<file path="src/rtl/switch_input_pio.sv">
// switch_input_pio: Avalon-MM slave input port for board switches.
// Syncs, debounces and edge-captures switch_in; raises a maskable irq.
//
// Parameters:
//   WIDTH           number of switch inputs (1..32)
//   DEBOUNCE_CYCLES stable cycles before a debounced bit changes
//   SYNC_STAGES     synchronizer depth (2..4)
//   EDGE_TYPE       0 rising, 1 falling, 2 both
//
// Ports:
//   clk, reset_n        clock, async active-low reset
//   avs_address/read/write/writedata/readdata  Avalon-MM slave
//                       (read latency 1, no waitrequest)
//   irq                 registered level interrupt, active high
//   switch_in           raw asynchronous switch pins
//
// Register map (word address):
//   0 DATA (RO)  1 MASK (RW)  2 EDGE (W1C)  3 RAW (RO)
//
// Optional feature macro: SWITCH_PIO_IRQ_EN
//   defined   -> MASK/EDGE storage and irq are built
//   undefined -> addresses 1/2 read 0, writes ignored, irq = 0

module switch_input_pio #(
   parameter int WIDTH           = 1,
   parameter int DEBOUNCE_CYCLES = 50000,
   parameter int SYNC_STAGES     = 2,
   parameter int EDGE_TYPE       = 0
) (
   input  logic             clk,
   input  logic             reset_n,
   input  logic [1:0]       avs_address,
   input  logic             avs_read,
   input  logic             avs_write,
   input  logic [31:0]      avs_writedata,
   output logic [31:0]      avs_readdata,
   output logic             irq,
   input  logic [WIDTH-1:0] switch_in
);

   localparam logic [23:0] CNT_MAX = 24'(DEBOUNCE_CYCLES - 1);

   logic [WIDTH-1:0] sync_q [SYNC_STAGES];
   logic [WIDTH-1:0] sync;
   logic [WIDTH-1:0] stable;
   logic [WIDTH-1:0] load;
   logic [WIDTH-1:0] evt;
   logic [23:0]      cnt [WIDTH];
   logic [31:0]      mask_rd;
   logic [31:0]      edge_rd;
   logic [31:0]      rd_mux;

   // ------------------------------------------------------------
   // Synchronizer
   // ------------------------------------------------------------
   always_ff @(posedge clk or negedge reset_n) begin
      if (!reset_n) begin
         for (int s = 0; s < SYNC_STAGES; s++)
            sync_q[s] <= '0;
      end else begin
         sync_q[0] <= switch_in;
         for (int s = 1; s < SYNC_STAGES; s++)
            sync_q[s] <= sync_q[s-1];
      end
   end

   assign sync = sync_q[SYNC_STAGES-1];

   // ------------------------------------------------------------
   // Debounce: a bit must differ for DEBOUNCE_CYCLES consecutive
   // cycles before stable follows it. load marks that cycle.
   // ------------------------------------------------------------
   always_comb begin
      load = '0;
      for (int i = 0; i < WIDTH; i++)
         load[i] = (sync[i] != stable[i]) && (cnt[i] == CNT_MAX);
   end

   always_ff @(posedge clk or negedge reset_n) begin
      if (!reset_n) begin
         stable <= '0;
         for (int i = 0; i < WIDTH; i++)
            cnt[i] <= '0;
      end else begin
         for (int i = 0; i < WIDTH; i++) begin
            if (sync[i] == stable[i]) begin
               cnt[i] <= '0;
            end else if (load[i]) begin
               cnt[i]    <= '0;
               stable[i] <= sync[i];
            end else begin
               cnt[i] <= cnt[i] + 24'd1;
            end
         end
      end
   end

   // ------------------------------------------------------------
   // Edge qualification: evt fires in the cycle stable is loaded,
   // so capture sets on the same edge that stable changes.
   // ------------------------------------------------------------
   always_comb begin
      if (EDGE_TYPE == 0)
         evt = load & sync;
      else if (EDGE_TYPE == 1)
         evt = load & ~sync;
      else
         evt = load;
   end

`ifdef SWITCH_PIO_IRQ_EN
   logic [WIDTH-1:0] mask;
   logic [WIDTH-1:0] capture;
   logic [WIDTH-1:0] clr;
   logic             irq_q;
   logic             wr_mask;
   logic             wr_edge;
   logic             unused_ok;

   assign wr_mask = avs_write && (avs_address == 2'd1);
   assign wr_edge = avs_write && (avs_address == 2'd2);
   assign clr     = wr_edge ? avs_writedata[WIDTH-1:0] : '0;

   // Set has priority over clear so no edge is lost.
   always_ff @(posedge clk or negedge reset_n) begin
      if (!reset_n) begin
         mask    <= '0;
         capture <= '0;
         irq_q   <= 1'b0;
      end else begin
         if (wr_mask)
            mask <= avs_writedata[WIDTH-1:0];
         capture <= (capture & ~clr) | evt;
         irq_q   <= |(capture & mask);
      end
   end

   assign irq       = irq_q;
   assign mask_rd   = 32'(mask);
   assign edge_rd   = 32'(capture);
   assign unused_ok = ^avs_writedata;
`else
   logic unused_ok;

   assign irq       = 1'b0;
   assign mask_rd   = '0;
   assign edge_rd   = '0;
   assign unused_ok = ^{avs_writedata, avs_write, evt};
`endif

   // ------------------------------------------------------------
   // Read path: registered, so a same-cycle write is not visible.
   // ------------------------------------------------------------
   always_comb begin
      rd_mux = '0;
      unique case (avs_address)
         2'd0: rd_mux = 32'(stable);
         2'd1: rd_mux = mask_rd;
         2'd2: rd_mux = edge_rd;
         2'd3: rd_mux = 32'(sync);
         default: rd_mux = '0;
      endcase
   end

   always_ff @(posedge clk or negedge reset_n) begin
      if (!reset_n)
         avs_readdata <= '0;
      else if (avs_read)
         avs_readdata <= rd_mux;
   end

endmodule
</file>
<file path="config.mk">
export PLATFORM = sky130hd
export DESIGN_NAME = switch_input_pio
export DESIGN_NICKNAME = d
export VERILOG_FILES = /design/src/rtl/switch_input_pio.sv
export SDC_FILE = /design/constraint.sdc
export NUM_CORES = 1
export LEC_CHECK = 0
export BUFFER_PORTS_ARGS = -buffer_cell sky130_fd_sc_hd__buf_4
export CAP_MARGIN = 10
export CORE_UTILIZATION = 51
export DETAILED_ROUTE_END_ITERATION = 8
export GPL_TIMING_DRIVEN = 0
export MAX_ROUTING_LAYER = met4
export PLACE_DENSITY = 0.95
export SYNTH_ARGS = -nofsm -noshare
export SYNTH_HDL_FRONTEND = slang
export SYNTH_SLANG_ARGS = --single-unit
</file>
<file path="constraint.sdc">
create_clock -name clk -period 4.87 [get_ports clk]
set_input_delay 0.2435 -clock clk [delete_from_list [all_inputs] [get_ports clk]]
set_output_delay 0.2435 -clock clk [all_outputs]
set_load 0.005 [all_outputs]
</file>
==> results.py <==
metrics = {
    "placed_design": {
        "dp.final_hpwl_um": 2029,
        "place_congestion": 0.8378,
        "placed_area_um2": 1846,
        "portBuffers": 6,
    },
    "synth": {
        "synth_cell_types": 32,
        "ys_seq_area_share_pct": 43.01,
        "yosysWarnings": 0,
        "syn_avg_cell_area_um2": 9.527,
        "syn_area_um2": 1629,
        "ys_ff_latch": 28,
        "synth_cells": 171,
        "synth-main-ff-cell": "dfrtp_1",
        "yosys.area.top_type": "dfrtp_1",
        "synth-edff-count": 0,
        "synthArstFlopShare_pct": 100.0,
        "yosys.area.top_type_share_pct": 43.01,
        "synthTopCellsByArea": "dfrtp_1 (43%), buf_4 (15%), xor2_1 (4.3%)",
    },
    "cts": {
        "cts_htree_levels": 1,
        "cts.clk_slew.worst_paths_ps": 150,
        "ctsResizeCount": 0,
        "cts_hold_buf": 1,
        "cts_root_buf": "clkbuf_4",
        "cts_num_sinks": 28,
        "numCtsBuffers": 3,
        "clkLatencyLatePin_ps": 330,
        "cts_tree": "done",
        "post-cts-setup-buffer-count": 0,
        "clk_path_buf_depth": 2,
    },
    "drt": {
        "ant_nets": 0,
        "routedWlPerCell_um": 10.82,
        "drt-total-wl_um": 2791,
        "viasPerCell": 4.748,
        "first_pass_iters": 4,
        "drt_iter0_markers": 55,
        "drcViolationCount": 0,
        "num_vias": 1225,
    },
    "critical_path": {
        "r2r_slack_ps": 2940,
        "cp_data_required_time_ps": 5100,
        "end_kind": "flip-flop",
        "r2r_start": "cnt[0]",
        "worst_ep_arrival_time_ps": 2160,
        "r2r-end": "cnt[5]",
        "crit_fanout": 10,
        "worst_setup_path_start_kind": "flip-flop",
        "critPathKind": "flip-flop to flip-flop",
        "r2r_cells": 6,
    },
    "pwr": {
        "leakagePower_nw": 0.9649,
        "p_per_area_nw_per_um2": 226.1,
        "ir_drop_uv": 183.6,
        "fin_total_pwr_mw": 0.4337,
    },
    "grt": {
        "grt_max_degree": 29,
        "grt_pass1_vias": 1120,
        "grt_pass1_wl_um": 4864,
        "grt_overflow": 0,
        "antenna_found_initial": 0,
        "grt_use_total_pct": 19.08,
    },
    "final_layout": {
        "drive_gt1_share_pct": 25.70,
        "area_growth_pct": 17.74,
        "fill_cells": 248,
        "mostFrequentLayoutCell": "buf_4",
        "nNetsFinal": 255,
        "design_area_um2": 1918,
        "final_cell_mix": "buf_4 (38), conb_1 (32), dfrtp_1 (28)",
        "n_antenna_cell": 0,
    },
    "hold_path": {
        "hold_class": "input pin to flip-flop",
        "worstHoldEndpoint": "avs_readdata[0]",
        "hold_depth": 2,
        "hp-start": "avs_read",
    },
    "sta": {
        "period_share_pct": 39.61,
        "layout_min_cycle_time_ps": 1929,
        "rsz0062_at_grt": "false",
        "tns_ps": 0,
        "setup_violations": 0,
        "finalHoldViolCount": 0,
        "max_freq_mhz": 518.4,
        "final_max_slew_viol_count": 0,
        "fin_skew_ps": 12.06,
        "finalHoldWorstSlack_ps": 78.54,
    },
    "job": {
        "maxCapViolations": 0,
    },
    "floorplanning": {
        "rows": 20,
        "initial_core_util_pct": 53.36,
        "die_y_um": 58.52,
        "core_um2": 3053,
        "die-area_um2": 3424,
        "die_w_um": 58.52,
        "ios": 72,
    },
    "outcome": {
        "status": "completed",
    },
}
[cell families after synthesis]
kind of cell	count (synthesis)	synth area share [%]
AO/OA/AOI/OAI	22	6.989
XOR/XNOR	13	6.989
adder cells (fa/ha/maj)	1	0.7679
buffers and inverters	39	17.05
flip-flops	28	43.01
multiplexers	1	0.6912
other	1	0.2302
AND/OR/NAND/NOR	66	24.27
[cell usage after synthesis (2+ instances only)]
master / n
nor2_1: 18
nor4_1: 4
xor2_1: 8
a21oi_1: 10
buf_2: 3
buf_4: 32
or3_1: 9
dfrtp_1: 28
o21ai_0: 9
nand2_1: 7
and3_1: 2
xnor2_1: 5
inv_1: 3
and4_4: 2
nand4_4: 2
nand4_1: 5
nand3_1: 9
[critical path, cell delays in order (launching register included)]
cell     delay (ps)
dfrtp_1         430
ha_1            230
and3_1          270
nand4_1         170
o21ai_1         350
buf_2           290
nor2_1           80
[metal layers]
layer	wire [µm]	vias to the layer above	GRT usage (%)	part of all wire (%)
met1	1203	572	23.06	43
met5	0	-	-	0
li1	-	614	-	-
met2	1418	35	32.51	51
met3	133	4	4.396	4.8
met4	35	0	4.422	1.3
[power by group]
| part | leakage (nW) | internal (mW) | switching [mW] |
|---|---|---|---|
| Sequential | 0.382 | 0.236 | 0.00317 |
| Combinational | 0.555 | 0.0238 | 0.0202 |
| Clock | 0.0279 | 0.0833 | 0.0672 |
[layout make-up]
cell class	instances	area (µm²)	share of cell area, %
Buffer	36	266.5	13.89
Clock buffer	3	22.52	1.174
Clock inverter	1	30.03	1.566
Inverter	3	11.26	0.5871
Multi-Input combinational cell	135	767.0	39.99
Sequential cell	28	700.7	36.53
Tap cell	44	55.05	2.870
Timing Repair Buffer	8	65.06	3.392
[metrics by stage]
stage | instances | setup WS, ps | util (%)
finish | 258 | 2941 | 62.83
global placement | 252 | 3051 | 60.45
floorplan | 202 | 3323 | -
global route | 258 | 2808 | 62.83
CTS | 257 | 2959 | 62.50
detailed placement | 252 | 2999 | 60.45
[how the worst max path moves through the flow]
| stage | start | to | slack [ps] | depth (start not counted) |
|---|---|---|---|---|
| finish | cnt[0] | cnt[5] | 2940 | 6 |
| CTS | cnt[0] | cnt[5] | 2960 | 6 |
| floorplan | cnt[0] | cnt[3] | 3320 | 6 |
| global route | cnt[0] | cnt[10] | 2810 | 6 |
| detailed placement | cnt[0] | cnt[4] | 3000 | 6 |
| global placement | cnt[0] | cnt[3] | 3050 | 6 |
[state kept, by name, summed over array words and instances (netlist names)]
signal,flops
avs_readdata,1
cnt,24
stable,1
sync,1
sync_q,1
Power figures use the tool's default switching activity.
